[src/rtl/ifetch_unit.sv]
// Instruction fetch unit: one outstanding bus request feeding a small decode queue.
// Optional IFETCH_ALIGN_CHECK_EN: a misaligned PC yields an address-error entry instead of a bus request.
module ifetch_unit #(
    parameter logic [31:0] RESET_PC    = 32'hBFC0_0000,
    parameter int unsigned QUEUE_DEPTH = 4
) (
    input  logic        clk,
    input  logic        reset,
    output logic        ireq,
    output logic [31:0] iaddr,
    input  logic        iaddr_ok,
    input  logic        idata_ok,
    input  logic [31:0] idata,
    input  logic        redirect,
    input  logic [31:0] redirect_pc,
    output logic        out_valid,
    input  logic        out_ready,
    output logic [31:0] out_instr,
    output logic [31:0] out_pc,
    output logic [31:0] out_pcplus4,
    output logic        out_adel
);
    localparam int unsigned PTR_W = (QUEUE_DEPTH > 1) ? $clog2(QUEUE_DEPTH) : 1;
    localparam int unsigned CNT_W = PTR_W + 1;

    logic [31:0]      r_pc;
    logic [31:0]      r_req_pc;
    logic             r_outstanding;
    logic             r_discard;
    logic [CNT_W-1:0] r_count;
    logic [PTR_W-1:0] r_rd_ptr;
    logic [PTR_W-1:0] r_wr_ptr;
    logic [31:0]      r_q_instr [QUEUE_DEPTH];
    logic [31:0]      r_q_pc    [QUEUE_DEPTH];

    logic [31:0]      w_aligned_pc;
    logic             w_hold;
    logic [CNT_W-1:0] w_slots;
    logic             w_room;
    logic             w_bus_free;
    logic             w_misaligned;
    logic             w_accept;
    logic             w_push_data;
    logic             w_push_adel;
    logic             w_push;
    logic             w_pop;
    logic [31:0]      w_push_instr;
    logic [31:0]      w_push_pc;

    assign w_aligned_pc = {r_pc[31:2], 2'b00};
    // A discarded response arriving this cycle frees its slot immediately.
    assign w_hold       = r_outstanding & ~(idata_ok & r_discard);
    assign w_slots      = r_count + CNT_W'(w_hold);
    assign w_room       = (w_slots < CNT_W'(QUEUE_DEPTH));
    assign w_bus_free   = ~r_outstanding | idata_ok;

    assign ireq         = ~reset & ~redirect & w_bus_free & w_room & ~w_misaligned;
    assign iaddr        = w_aligned_pc;
    assign w_accept     = ireq & iaddr_ok;

    assign out_valid    = (r_count != '0);
    assign w_pop        = ~reset & ~redirect & out_valid & out_ready;
    assign w_push_data  = ~reset & ~redirect & idata_ok & r_outstanding & ~r_discard;
    assign w_push       = w_push_data | w_push_adel;
    assign w_push_instr = w_push_adel ? 32'd0 : idata;
    assign w_push_pc    = w_push_adel ? r_pc : r_req_pc;

    assign out_instr    = out_valid ? r_q_instr[r_rd_ptr] : 32'd0;
    assign out_pc       = out_valid ? r_q_pc[r_rd_ptr] : 32'd0;
    assign out_pcplus4  = out_valid ? (r_q_pc[r_rd_ptr] + 32'd4) : 32'd0;

`ifdef IFETCH_ALIGN_CHECK_EN
    logic r_stall;
    logic r_q_adel [QUEUE_DEPTH];

    assign w_misaligned = (r_pc[1:0] != 2'b00);
    assign w_push_adel  = ~reset & ~redirect & w_misaligned & ~r_stall & ~w_push_data
                          & (r_count < CNT_W'(QUEUE_DEPTH));
    assign out_adel     = out_valid & r_q_adel[r_rd_ptr];

    // Fetch stays frozen after the error entry until the next redirect.
    always_ff @(posedge clk) begin
        if (reset || redirect) begin
            r_stall <= 1'b0;
        end else if (w_push_adel) begin
            r_stall <= 1'b1;
        end
    end

    always_ff @(posedge clk) begin
        if (w_push) begin
            r_q_adel[r_wr_ptr] <= w_push_adel;
        end
    end
`else
    assign w_misaligned = 1'b0;
    assign w_push_adel  = 1'b0;
    assign out_adel     = 1'b0;
`endif

    // Fetch PC, outstanding/discard tracking and queue pointers.
    always_ff @(posedge clk) begin
        if (reset) begin
            r_pc          <= RESET_PC;
            r_req_pc      <= 32'd0;
            r_outstanding <= 1'b0;
            r_discard     <= 1'b0;
            r_count       <= '0;
            r_rd_ptr      <= '0;
            r_wr_ptr      <= '0;
        end else if (redirect) begin
            r_pc          <= redirect_pc;
            r_outstanding <= r_outstanding & ~idata_ok;
            r_discard     <= r_outstanding & ~idata_ok;
            r_count       <= '0;
            r_rd_ptr      <= '0;
            r_wr_ptr      <= '0;
        end else begin
            if (w_accept) begin
                r_pc     <= r_pc + 32'd4;
                r_req_pc <= w_aligned_pc;
            end
            r_outstanding <= w_accept | (r_outstanding & ~idata_ok);
            if (idata_ok) begin
                r_discard <= 1'b0;
            end
            if (w_push) begin
                r_wr_ptr <= r_wr_ptr + PTR_W'(1);
            end
            if (w_pop) begin
                r_rd_ptr <= r_rd_ptr + PTR_W'(1);
            end
            if (w_push && !w_pop) begin
                r_count <= r_count + CNT_W'(1);
            end else if (!w_push && w_pop) begin
                r_count <= r_count - CNT_W'(1);
            end
        end
    end

    // Queue storage needs no reset: outputs are gated by occupancy.
    always_ff @(posedge clk) begin
        if (w_push) begin
            r_q_instr[r_wr_ptr] <= w_push_instr;
            r_q_pc[r_wr_ptr]    <= w_push_pc;
        end
    end
endmodule

[config.mk]
export PLATFORM = sky130hd
export DESIGN_NAME = ifetch_unit
export DESIGN_NICKNAME = d
export VERILOG_FILES = /design/src/rtl/ifetch_unit.sv
export SDC_FILE = /design/constraint.sdc
export NUM_CORES = 1
export LEC_CHECK = 0
export CORE_MARGIN = 3
export CORE_UTILIZATION = 40
export CTS_BUF_LIST = sky130_fd_sc_hd__clkbuf_16
export CTS_CLUSTER_SIZE = 40
export DETAILED_ROUTE_END_ITERATION = 10
export MAX_ROUTING_LAYER = met4
export PLACE_DENSITY = 0.66
export SYNTH_ARGS = -nofsm -noshare
export SYNTH_HDL_FRONTEND = slang
export SYNTH_SLANG_ARGS = --single-unit
export TNS_END_PERCENT = 50
[constraint.sdc]
create_clock -name clk -period 5.9 [get_ports clk]
set_clock_uncertainty 0.05 [all_clocks]
set_input_delay 1.18 -clock clk [delete_from_list [all_inputs] [get_ports clk]]
set_output_delay 1.18 -clock clk [all_outputs]
set_load 0.03 [all_outputs]
# Word level (Yosys, flattened, before mapping)
# Memories as Yosys holds them, arrays and structs flattened. A register that Yosys moved wholly into a read port is not among the register bits.
# Cells that the tools add are included.
dict set report classes {
  addsub 7
  n_lt_le_gt_ge 1
  mux 16
  n_bitwise 20
  n_reduce_logical 10
}
# operator count
set op_table {}
lappend op_table {{2-to-1 mux 32 bit} 5}
lappend op_table {{adder 32 x 3 -> 32 bit, second input constant} 2}
lappend op_table {{bitwise AND 1 bit} 12}
lappend op_table {{2-to-1 mux 2 bit} 4}
lappend op_table {{2-to-1 mux 3 bit} 2}
lappend op_table {{NOT 1 bit} 6}
lappend op_table {{nonzero test 2 bit} 3}
lappend op_table {{2-to-1 mux 1 bit} 5}
lappend op_table {{adder 2 x 1 -> 2 bit, second input constant} 2}
lappend op_table {{adder 3 x 1 -> 3 bit} 1}
lappend op_table {{adder 3 x 1 -> 3 bit, second input constant} 1}
lappend op_table {{less-than comparator 3 bit, second input constant} 1}
lappend op_table {{nonzero test 3 bit} 1}
lappend op_table {{subtractor 3 x 1 -> 3 bit, second input constant} 1}
lappend op_table {{logical AND 1 bit} 2}
lappend op_table {{logical NOT 1 bit} 2}
lappend op_table {{bitwise OR 1 bit} 2}
lappend op_table {{AND reduction 2 bit} 1}
lappend op_table {{OR reduction 2 bit} 1}
dict set report word_totals {
  reg_bits 71
  mem_bits_rw 248
  input_bits 70
  output_inout_bits 131
  wordCells 63
  n_memories 2
}
# memory words width read_ports rd_clocked_by_memory_dff write_ports line_no
set memory_table {}
lappend memory_table {r_q_instr 4 32 1 1 1 33} ;# logic [31:0] r_q_instr [QUEUE_DEPTH];
lappend memory_table {r_q_pc 4 30 1 1 1 34} ;# logic [31:0] r_q_pc [QUEUE_DEPTH];

# Longest topological paths before layout
dict set report depth {
  depth_word 9
  depth_mapped 10
  mapped_depth_nobuf 9
}

# Least setup slack after synthesis
# OpenSTA, ideal clock, no wires.
dict set report synth_path {
  kind {input to register}
  startpoint {input redirect}
  endpoint {memory r_q_instr[0][0] (enable)}
  setup_ns 0.427
  arrival_ns 3.538
  t_required_ns 5.423
  setup_slack_ns 1.885
  cell_stages 5
  n_path_buf 2
  path_cell_list {clkbuf_1 -> or2_2 -> clkbuf_1 -> nor2_1 -> and2_1}
}
dict set report synth_via {
  elab_chain_cells 7
}
# item line_no
set synth_lines {}
lappend synth_lines {{from (decl)} 14} ;# input logic redirect,
lappend synth_lines {{NOT 1 bit (no source line)} -}
lappend synth_lines {{bitwise AND 1 bit (4 in a row)} 63} ;# assign w_push_data = ~reset & ~redirect & idata_ok & r_outstanding & ~r_discard;
lappend synth_lines {{net w_push} 45} ;# logic w_push;
lappend synth_lines {{2-to-1 mux 1 bit} 143} ;# if (w_push) begin
lappend synth_lines {{2-to-1 mux 1 bit (implied by the code)} 144} ;# r_q_instr[r_wr_ptr] <= w_push_instr;
lappend synth_lines {{to (decl)} 33}
# The timed path passes the listed nets, and every way through them passes these cells.

==> flow_metrics.tcl <==
set metrics [dict create \
    io_buffers 191 \
    antenna_found_initial 0 \
    fmax_mhz 193.2 \
    p_int_mw 3.763 \
    yosysWarnings 0 \
    grt_max_degree 65 \
    grt_pass1_wl_um 49340 \
    max_slew_margin_pct 33.30 \
    p_sw_share_pct 20.45 \
    leakagePower_nw 5.685 \
    die_x_um 189.5 \
    cts_setup_buffers 0 \
    die_area_sq_um 35930 \
    ant_nets 0 \
    grt_overflow 0 \
    status "finished, final reports clean" \
    ys_ff_latch 319 \
    finalSetupViolCount 0 \
    initial_utilization_pct 41.00 \
    insertion_delay_ns 0.50 \
    regArea_sq_um 8874 \
    hold_viol_final 0 \
    io_pins 201 \
    clock_sinks 319 \
    finalCritPeriodShare_pct 87.75 \
    async_flop_share_pct 0 \
    multi_input_area_sq_um 4289 \
    rows 66 \
    drive_above_1_share_pct 12.71 \
    yosysUniqueCellTypes 58 \
    fp.dieH_um 189.5 \
    root_buffer "clkbuf_16" \
    fin_crit_ns 5.177 \
    synth_edf_count 248 \
    cap_violations 0 \
    syn_inst 934 \
    p_switching_mw 0.9676 \
    cts.repair.resized 0 \
    drt_pass1_iterations 5 \
    cts_buffers 35 \
    tightest_slew_ns 1.000 \
    critPathCaptureType "primary output" \
    synth_area_sq_um 13480 \
    placedCellCount 1529 \
    comb_power_share_pct 4.3 \
    p_per_area_nw_per_um2 280.0 \
    syn_area_per_cell_sq_um 14.43 \
    cts_hold_buf 0 \
    dpl.hpwl_um 20340 \
    track_usage_pct 18.02 \
    grt_pass1_vias 8529 \
    cts_max_level 2 \
    setup_ws_ns 0.7228 \
    wl_per_cell_um 19.78 \
    crit_required_ns 4.67 \
    drt-vias-per-instance 5.247 \
    critPathMaxFanout 28 \
    top_layer_used "met4" \
    arrival_ns 3.95 \
    hold_class "reg2reg" \
    drc 0 \
    dpl_worst_slack_ns 1.135 \
    yosysSeqAreaShare_pct 65.81 \
    final_cell_mix "edfxtp_1 (248), clkdlybuf4s50_1 (190), nand2_1 (93), dfxtp_1 (69), and2_1 (66)" \
    final_nets 1202 \
    worstSetupPathType "reg2out" \
    area_growth_pct 25.40 \
    synthFlopType "edfxtp_1" \
    wl_met3_um 2893 \
    core_area_sq_um 32870 \
    via_count 8354 \
    timing.hold.ws_ns 0.4499 \
    ir_drop_mv 0.1538 \
    drv_slew 0 \
    fin_cells 1592 \
    pwr-share-seq_pct 52.1 \
    wl_met1_um 13930 \
    clock_power_share_pct 43.7 \
    tns_ns 0 \
    cts_tree "done" \
    fill_cells 2861 \
    first_iter_violations 538 \
    clkTransAtPathRegs_ns 0.06 \
    routed-wl-met2_um 14160 \
    start_kind "flop" \
    routabilityCongestion 0.8054 \
    rsz0062_at_grt "no" \
    wirelength_um 31490 \
    cts_buffer_depth 3 \
    final_common_cell "edfxtp_1" \
]
flip-flops by register name, indices dropped and copies added (netlist names), named ones only:
name,count
r_q_instr,128
r_q_pc,120
r_pc,30
r_req_pc,30
r_count,3
r_rd_ptr,2
r_wr_ptr,2
r_discard,1
r_outstanding,1
stage by stage:
stage | utilization [%] | total power [mW] | instance area [sq um]
3_5_place_dp | 48.05 | 2.709 | 15790
4_1_cts | 51.41 | 4.778 | 16900
6_report | 51.42 | 4.731 | 16900
3_3_place_gp | 48.05 | 2.706 | 15790
5_1_grt | 51.41 | 4.899 | 16900
2_1_floorplan | - | 2.601 | 13500
logic make-up after synthesis:
group                      synth area share, %
adders and majority gates               0.7985
AOI/OAI and AO/OA                        4.448
and+or+nand+nor                          13.02
muxes                                    10.84
xor gates and xnor gates                 2.405
DFF                                      65.81
buffers and inverters                    2.656
other                                  0.02783
synth_stat cells, drive strengths merged, types with 4 or more instances:
cell | n | area [sq um]
a21oi | 55 | 275.3
a31oi | 7 | 43.79
and2 | 70 | 437.9
and3 | 12 | 75.07
and4 | 4 | 35.03
buf | 24 | 170.2
clkbuf | 32 | 120.1
dfxtp | 71 | 1421
edfxtp | 248 | 7447
ha | 7 | 87.58
inv | 18 | 67.56
mux4 | 62 | 1396
nand2 | 93 | 349.1
nand2b | 5 | 31.28
nand3 | 24 | 132.6
nand4 | 16 | 130.1
nand4b | 4 | 50.05
nor2 | 54 | 205.2
nor2b | 4 | 25.02
nor3 | 16 | 90.09
nor3b | 5 | 42.54
nor4 | 5 | 46.29
o211ai | 5 | 37.54
o21a | 6 | 45.04
o21ai | 14 | 70.07
or3 | 6 | 37.54
xnor2 | 16 | 140.1
xor2 | 21 | 183.9
worst paths after layout:
check,from,to,slack (ns),depth (start not counted)
worst max-delay path,flop,out_pcplus4[30],0.72,9
worst min-delay path,r_req_pc[6],r_req_pc[6],0.45,2
worst max register to register,r_count[0],r_count[2],3.14,10
worst min register to register,r_req_pc[6],r_req_pc[6],0.45,2
power groups by stage:
stage,logic [mW],clock network [mW],registers (mW)
floorplan,0.0762,0,2.52
global placement,0.198,0,2.51
detailed placement,0.200,0,2.51
CTS,0.202,2.11,2.46
global route,0.216,2.22,2.47
finish,0.202,2.07,2.46
worst max-delay path, cell delays in order, from the launching register on:
cell             delay, ns
dfxtp_2               0.71
buf_4                 0.37
buf_4                 0.43
mux4_2                0.33
nand2_1               0.08
nor3_1                0.29
nand3_1               0.13
xor2_1                0.16
nor2_1                0.20
clkdlybuf4s50_1       0.71
per-layer routing:
layer	up-vias	GRT usage (%)
li1	3869	-
met1	4136	24.53
met2	307	27.65
met3	42	4.625
met4	0	3.867
met5	-	-
area by class of cell:
class                           instances  area share, %
Inverter                               18         0.3998
Clock buffer                           38          5.627
Timing Repair Buffer                  203          11.89
Multi-Input combinational cell        547          25.38
Sequential cell                       319          52.51
Tap cell                              442          3.273
Antenna cell                            1        0.01481
Clock inverter                         24         0.9033
(Power assumes the default switching activity.)
